File: src/rtl/filt_cic_ctrl.sv
// filt_cic_ctrl - sequencing controller for one CIC decimator.
//
// Gates the integrator enable with a valid/ready accept rule and generates the
// decimation strobe every D accepted inputs. It throws away the comb warm-up
// results and registers each decimated sample behind a lossless valid/ready
// output stage.
//
// Ports
//   i_clk, i_rst_an     clock (rising edge), synchronous active-low reset
//   i_start, i_stop     start / stop request pulses
//   i_decim             decimation factor D, latched on an accepted start
//   i_in_valid          source sample valid
//   o_in_ready          source sample accepted when i_in_valid & o_in_ready
//   o_cic_clr           one-cycle filter clear
//   o_cic_ena           integrator enable (accepted input)
//   o_dec_strobe        comb / downsample enable
//   i_cic_data          filter comb result
//   o_data, o_valid     decimated sample and its valid
//   i_ready             consumer ready
//   o_busy              controller not idle
//   o_err               sticky illegal-D flag, cleared by the next legal start
//
// state     | meaning
// s_idle    | waiting for a legal start; no inputs accepted
// s_clear   | one-cycle filter clear; phase and warm-up counters reloaded
// s_warmup  | filter running; first N = order*delay results discarded
// s_run     | filter running; decimated results delivered downstream
module filt_cic_ctrl #(
  parameter int gp_max_decim  = 16,
  parameter int gp_order      = 3,
  parameter int gp_diff_delay = 1,
  parameter int gp_data_width = 20,
  parameter int gp_dec_width  = $clog2(gp_max_decim + 1)
) (
  input  logic                     i_clk,
  input  logic                     i_rst_an,
  input  logic                     i_start,
  input  logic                     i_stop,
  input  logic [gp_dec_width-1:0]  i_decim,
  input  logic                     i_in_valid,
  output logic                     o_in_ready,
  output logic                     o_cic_clr,
  output logic                     o_cic_ena,
  output logic                     o_dec_strobe,
  input  logic [gp_data_width-1:0] i_cic_data,
  output logic [gp_data_width-1:0] o_data,
  output logic                     o_valid,
  input  logic                     i_ready,
  output logic                     o_busy,
  output logic                     o_err
);

  typedef enum logic [1:0] {
    s_idle   = 2'd0,
    s_clear  = 2'd1,
    s_warmup = 2'd2,
    s_run    = 2'd3
  } state_t;

  // Warm-up length equals the comb pipeline depth of the controlled filter.
  localparam int lp_warm_n = gp_order * gp_diff_delay;
  localparam int lp_warm_w = (lp_warm_n < 2) ? 1 : $clog2(lp_warm_n + 1);
  localparam logic [lp_warm_w-1:0]    lp_warm_load = lp_warm_w'(lp_warm_n);
  localparam logic [lp_warm_w-1:0]    lp_warm_one  = lp_warm_w'(1);
  localparam logic [gp_dec_width-1:0] lp_dec_one   = gp_dec_width'(1);
  localparam logic [gp_dec_width-1:0] lp_dec_min   = gp_dec_width'(2);
  localparam logic [gp_dec_width-1:0] lp_dec_max   = gp_dec_width'(gp_max_decim);

  state_t state_q, state_d;

  logic [gp_dec_width-1:0]  dec_q;
  logic [gp_dec_width-1:0]  dec_last;
  // Down-counter: accepted inputs remaining before the next strobe (0 = strobe).
  logic [gp_dec_width-1:0]  phase_q;
  // Down-counter: warm-up strobes remaining (1 = last discarded strobe).
  logic [lp_warm_w-1:0]     warm_q;
  logic                     err_q;
  logic                     pend_q;
  logic                     pend_keep_q;
  logic                     valid_q;
  logic [gp_data_width-1:0] data_q;

  logic start_ok;
  logic decim_legal;
  logic phase_tc;
  logic warm_tc;
  logic out_stall;
  logic in_ready;
  logic cic_ena;
  logic dec_strobe;
  logic cic_clr;
  logic busy;

  assign start_ok    = i_start & ~i_stop;
  assign decim_legal = (i_decim >= lp_dec_min) && (i_decim <= lp_dec_max);
  assign dec_last    = dec_q - lp_dec_one;
  assign phase_tc    = (phase_q == '0);
  assign warm_tc     = (warm_q == lp_warm_one);
  // The strobe input is held back while the output register cannot take a
  // new result, or while the previous result is still one cycle in flight.
  assign out_stall   = (valid_q & ~i_ready) | pend_q;

  always_ff @(posedge i_clk) begin
    if (!i_rst_an) begin
      state_q <= s_idle;
    end else begin
      state_q <= state_d;
    end
  end

  always_comb begin
    state_d = state_q;
    case (state_q)
      s_idle: begin
        if (start_ok && decim_legal) begin
          state_d = s_clear;
        end
      end
      s_clear: begin
        state_d = i_stop ? s_idle : s_warmup;
      end
      s_warmup: begin
        if (i_stop) begin
          state_d = s_idle;
        end else if (dec_strobe && warm_tc) begin
          state_d = s_run;
        end
      end
      s_run: begin
        if (i_stop) begin
          state_d = s_idle;
        end
      end
      default: state_d = s_idle;
    endcase
  end

  always_comb begin
    in_ready = 1'b0;
    cic_clr  = 1'b0;
    busy     = 1'b0;
    case (state_q)
      s_clear: begin
        cic_clr = 1'b1;
        busy    = 1'b1;
      end
      s_warmup, s_run: begin
        in_ready = ~(phase_tc & out_stall);
        busy     = 1'b1;
      end
      default: ;
    endcase
    cic_ena    = i_in_valid & in_ready;
    dec_strobe = cic_ena & phase_tc;
  end

  assign o_in_ready   = in_ready;
  assign o_cic_ena    = cic_ena;
  assign o_dec_strobe = dec_strobe;
  assign o_cic_clr    = cic_clr;
  assign o_busy       = busy;
  assign o_err        = err_q;
  assign o_data       = data_q;
  assign o_valid      = valid_q;

  always_ff @(posedge i_clk) begin
    if (!i_rst_an) begin
      dec_q       <= lp_dec_min;
      err_q       <= 1'b0;
      phase_q     <= '0;
      warm_q      <= '0;
      pend_q      <= 1'b0;
      pend_keep_q <= 1'b0;
      valid_q     <= 1'b0;
      data_q      <= '0;
    end else begin
      if ((state_q == s_idle) && start_ok) begin
        if (decim_legal) begin
          dec_q <= i_decim;
          err_q <= 1'b0;
        end else begin
          err_q <= 1'b1;
        end
      end

      if (state_q == s_clear) begin
        phase_q <= dec_last;
        warm_q  <= lp_warm_load;
      end else begin
        if (cic_ena) begin
          phase_q <= phase_tc ? dec_last : (phase_q - lp_dec_one);
        end
        if ((state_q == s_warmup) && dec_strobe && !warm_tc) begin
          warm_q <= warm_q - lp_warm_one;
        end
      end

      // pend_keep marks results that are delivered; warm-up results, the
      // strobe that ends warm-up and a strobe in a stop cycle are dropped.
      pend_q      <= dec_strobe & ~i_stop;
      pend_keep_q <= dec_strobe & ~i_stop & (state_q == s_run);

      if (pend_keep_q) begin
        data_q  <= i_cic_data;
        valid_q <= 1'b1;
      end else if (i_ready) begin
        valid_q <= 1'b0;
      end
    end
  end

endmodule

File: config.mk
export PLATFORM = sky130hd
export DESIGN_NAME = filt_cic_ctrl
export DESIGN_NICKNAME = d
export VERILOG_FILES = /design/src/rtl/filt_cic_ctrl.sv
export SDC_FILE = /design/constraint.sdc
export NUM_CORES = 1
export LEC_CHECK = 0
export BUFFER_PORTS_ARGS = -buffer_cell sky130_fd_sc_hd__buf_2
export CORE_MARGIN = 2
export CORE_UTILIZATION = 50
export DETAILED_ROUTE_END_ITERATION = 8
export GPL_TIMING_DRIVEN = 0
export PLACE_DENSITY = 0.79
export SYNTH_ARGS = -nofsm -noshare
export SYNTH_HDL_FRONTEND = slang
export SYNTH_SLANG_ARGS = --single-unit
File: constraint.sdc
create_clock -name i_clk -period 2.5 [get_ports i_clk]
set_input_delay 0.375 -clock i_clk [delete_from_list [all_inputs] [get_ports i_clk]]
set_output_delay 0.375 -clock i_clk [all_outputs]
set_load 0.05 [all_outputs]
# After elaboration in Yosys (flattened, before gate mapping)
# Index checks and enable logic that the tools add are counted.
# word_totals
register_bits	38
latchBits	0
ramBits	0
mem_bits_ro	0
inputBits	31
output_inout_bits	27
word_cells	65
n_memories	0
# op_classes
addsub	3
mul	0
div_mod_pow	0
magnitude_cmp	2
n_eq_ne	7
shifts	0
muxes	17
bitwise	11
reduce_logical	16
# op_table
operator	n
two-way mux 5 bit	3
two-way mux 2 bit	7
subtractor 5 x 1 -> 5 bit (second input constant)	2
one-hot mux 2 bit (4 select lines)	1
AND 1 bit	7
logical AND 1 bit	6
two-way mux 1 bit	6
nonzero test 2 bit	3
greater-or-equal comparator 5 x 2 -> 1 bit (second input constant)	1
<= comparator 5 bit (second input constant)	1
zero test 5 bit	1
equality test 2 x 1 -> 1 bit (second input constant)	2
equality test 2 bit (second input constant)	2
!= test 2 bit (second input constant)	2
!= test 3 bit (second input constant)	1
NOT 1 bit	3
AND reduction 3 bit	1
OR reduction 3 bit	1
zero test 2 bit	1
AND reduction 2 bit	1
OR reduction 2 bit	1
subtractor 2 x 1 -> 2 bit (second input constant)	1
zero test 1 bit	1
bitwise OR 1 bit	1

# Logic depth before layout (Yosys ltp)
# depth
ltp_word	12
mapped_depth	8
depth_no_buf	7

# Worst setup path before layout
# OpenSTA, ideal clock, no wires.
# synth_path
kind	flip-flop to output port
startpoint	register phase_q[0]
endpoint	output port o_dec_strobe
arrival_time_ns	2.167
required_ns	2.125
path_slack_ns	-0.042
path_stages_with_launch	7
path_buffers	1
path_cell_list	dfxtp_1 > inv_1 > ha_1 > or4b_4 > or3_1 > buf_6 > nor2_1
# synth_via
elab_chain_len	6
# synth_lines
element	line	source
start: declaration	74	logic [gp_dec_width-1:0] phase_q;
start signal: assignment	187	phase_q <= dec_last;
start signal: assignment	191	phase_q <= phase_tc ? dec_last : (phase_q - lp_dec_one);
zero test 5 bit (*)	97	assign phase_tc = (phase_q == '0);
AND 1 bit	148	in_ready = ~(phase_tc & out_stall);
NOT 1 bit	148	
two-way mux 1 bit	142	case (state_q)
AND 1 bit	153	cic_ena = i_in_valid & in_ready;
AND 1 bit (*)	154	dec_strobe = cic_ena & phase_tc;
end: declaration	44	output logic o_dec_strobe,
# Mark *: on every way between the ends. The rest lies on a longest branch, timed or not.

# Worst setup path after layout
# Ends and elaborated chain as after synthesis.

==> qor.yml <==
place_inst: 285
cp_num_cells: 7
busiest_layer: "met2"
max-cap-violations: 0
crit_required_ns: 2.12
ys_seq_area_share_pct: 43.00
r2r_slack_ns: 0.34
grtUsageMet2_pct: 33.95
finalNetCount: 286
place_ws_ns: 0.2240
num_vias: 1518
port_buffers: 57
critPathLaunch: "phase_q[0]"
layout_setup_ws_ns: 0.05842
grt_util_met3_pct: 6.786
core_sq_um: 3363
drt_iter0_drc: 83
cp.buffers_inverters: 3
die_y_microns: 63.49
max-slew-margin-rel_pct: 53.22
grt_start_max_net_pins: 13
place_congestion: 0.8492
timing.fmax_mhz: 409.6
rows: 21
grt_use_total_pct: 20.38
rr_worst_depth: 9
syn_nets: 217
path_clk_slew_ns: 0.12
yosysTopAreaCellShare_pct: 43.00
cts.sinks: 38
synth_ff_type: "dfxtp_1"
cp_max_fo: 2
clkLatencyLatePin_ns: 0.34
synth_area_leaders: "dfxtp_1 (43%), mux2i_1 (16%), nor2b_1 (11%)"
cp_top_family: "simple AND/OR/NAND/NOR gates"
max_stage_delay_ns: 0.45
area_delta_synth_final_pct: 27.09
routedWlPerCell_microns: 12.42
dieWidth_microns: 63.49
crit_path_start_kind: "flop"
dp_hpwl_microns: 2686
yosys_warnings: 0
grt_pass1_vias: 1506
yosysMostFrequentCell: "dfxtp_1"
worstHoldPathCells: 3
numCtsBuffers: 5
cp_cell_sequence: "inv_2 > ha_4 > or4b_4 > or3_1 > buf_6 > nor2_4 > buf_6"
syn_inst: 182
cp_slowest_cell: "or4b_4"
hold_path_class: "primary input to flop"
vias_per_cell: 5.094
powerDensity_nw_per_um2: 486.8
finalSetupViolations: 0
use_met1_pct: 24.03
crit_top_cell: "buf_6"
r2r_end: "phase_q[2]"
stdcell_count: 298
start_util_pct: 52.60
synth_edf_count: 0
fin_crit_sh_pct: 97.66
grt_pass1_wl_microns: 6541
antennaDiodeCount: 0
die_area_sq_um: 4030
worst_pin_slew_ns: 0.7017
hold_viol: 0
finClkSkew_ns: 0.01282
antenna_found_initial: 0
ys_async_sr_fraction_pct: 0
r2r_start: "phase_q[0]"
ios: 58
synthTopCellsByCount: "dfxtp_1 (38), nor2b_1 (30), mux2i_1 (29)"
synth_top_area_cell: "dfxtp_1"
syn_area_sq_um: 1769
antenna_left: 0
overflow: 0
cts-root-buf: "clkbuf_4"
cts_buffer_depth: 2
critPathCapture: "o_dec_strobe"
slew_violations: 0
drtPass1Iterations: 4
min_period_ns: 2.442
status: "finished, final reports clean"
cts_max_level: 2
yosysUniqueCellTypes: 40
drcViolationCount: 0
worst-setup-path-type: "flop to output port"
cts_tree: "yes"
ir_drop_mv: 0.4269
setup.worst_path.end_class: "output port"
synth.avg_cell_area_sq_um: 9.721
worst_ep_arrival_time_ns: 2.07
ys_ff_latch: 38
p_leak_nw: 0.9608
drive_above_1_share_pct: 33.73
routed_wl_microns: 3701
postCtsHoldBufs: 0
-- worst min-delay path by stage --
stage | from | to
finish | i_cic_data[17] | o_data[17]
CTS | i_cic_data[17] | o_data[17]
detailed placement | o_data[17] | o_data[17]
global route | i_cic_data[3] | o_data[3]
floorplan | phase_q[0] | phase_q[0]
global placement | o_data[1] | o_data[1]
-- state kept, by name, summed over array words and instances, names as in the netlist --
name         count
o_err            1
o_data          20
pend_keep_q      1
o_valid          1
dec_q            5
state_q          2
phase_q          5
warm_q           2
pend_q           1
-- cells by family (layout without fill, tap and decap cells) --
group / Yosys count / after routing / share of synthesized area, %
AND/OR/NAND/NOR: 69 / 69 / 24.40
flip-flops: 38 / 38 / 43.00
multiplexers: 29 / 29 / 16.41
AO/OA/AOI/OAI: 23 / 23 / 7.780
buffers and inverters: 15 / 85 / 3.607
adder cells (fa/ha/maj): 4 / 4 / 2.829
XOR/XNOR: 4 / 4 / 1.981
-- stage by stage --
| stage | utilization (%) | hold slack (ns) | instance area, sq um | total power, mW | setup TNS, ns |
|---|---|---|---|---|---|
| after detailed placement | 62.87 | 0.4981 | 2115 | 0.7588 | 0 |
| final | 66.85 | 0.2796 | 2248 | 1.094 | 0 |
| after CTS | 66.22 | 0.2736 | 2227 | 1.102 | 0 |
| after global routing | 66.85 | 0.2722 | 2248 | 1.152 | -0.004098 |
| after floorplan | - | 0.4726 | 1772 | 0.7153 | 0 |
| after global placement | 62.87 | 0.4912 | 2115 | 0.7564 | 0 |
-- where the power goes --
group	total, mW	internal [mW]	switching (mW)	leakage, nW
Sequential	0.621	0.613	0.00753	0.308
Clock	0.338	0.135	0.203	0.0343
Combinational	0.136	0.0675	0.0684	0.619
-- cell type report --
| cell class | count | area, sq um |
|---|---|---|
| Timing Repair Buffer | 62 | 329.1 |
| Multi-Input combinational cell | 129 | 970.9 |
| Tap cell | 46 | 57.56 |
| Inverter | 7 | 26.28 |
| Buffer | 8 | 37.54 |
| Clock buffer | 6 | 51.30 |
| Fill cell | 321 | 1115 |
| Clock inverter | 2 | 12.51 |
| Sequential cell | 38 | 763.2 |
-- layer usage --
layer | vias to the layer above | wire length [microns]
met5 | - | 0
met4 | 0 | 54
met3 | 6 | 260
met2 | 49 | 1709
met1 | 692 | 1676
li1 | 771 | -
-- layout by cell type (no fill, tap or decap), types with 3 or more instances in the layout --
| master | Yosys | layout |
|---|---|---|
| buf_2 | 0 | 56 |
| dfxtp_1 | 38 | 36 |
| nor2b_1 | 30 | 30 |
| mux2i_1 | 29 | 29 |
| a21oi_1 | 7 | 7 |
| o21ai_0 | 6 | 6 |
| nand2_1 | 6 | 6 |
| nor2_1 | 7 | 6 |
| inv_1 | 7 | 5 |
| clkbuf_1 | 5 | 5 |
| clkbuf_4 | 0 | 5 |
| buf_4 | 0 | 5 |
| nand2b_1 | 3 | 3 |
| xnor2_1 | 3 | 3 |
| nand3_1 | 3 | 3 |
| ha_1 | 4 | 3 |
-- tightest hold or removal path: stages --
cell and delay [ns]:
buf_2 0.07, mux2i_1 0.05, nor2b_1 0.09
-- what timing repair did --
| action | CTS | global route |
|---|---|---|
| buffers inserted | 5 | 0 |
| resized for setup | 7 | 3 |
| pin swaps | 1 | 1 |
| setup endpoints to repair | 2 | 3 |
No activity file was read; power rests on OpenSTA's default activity.
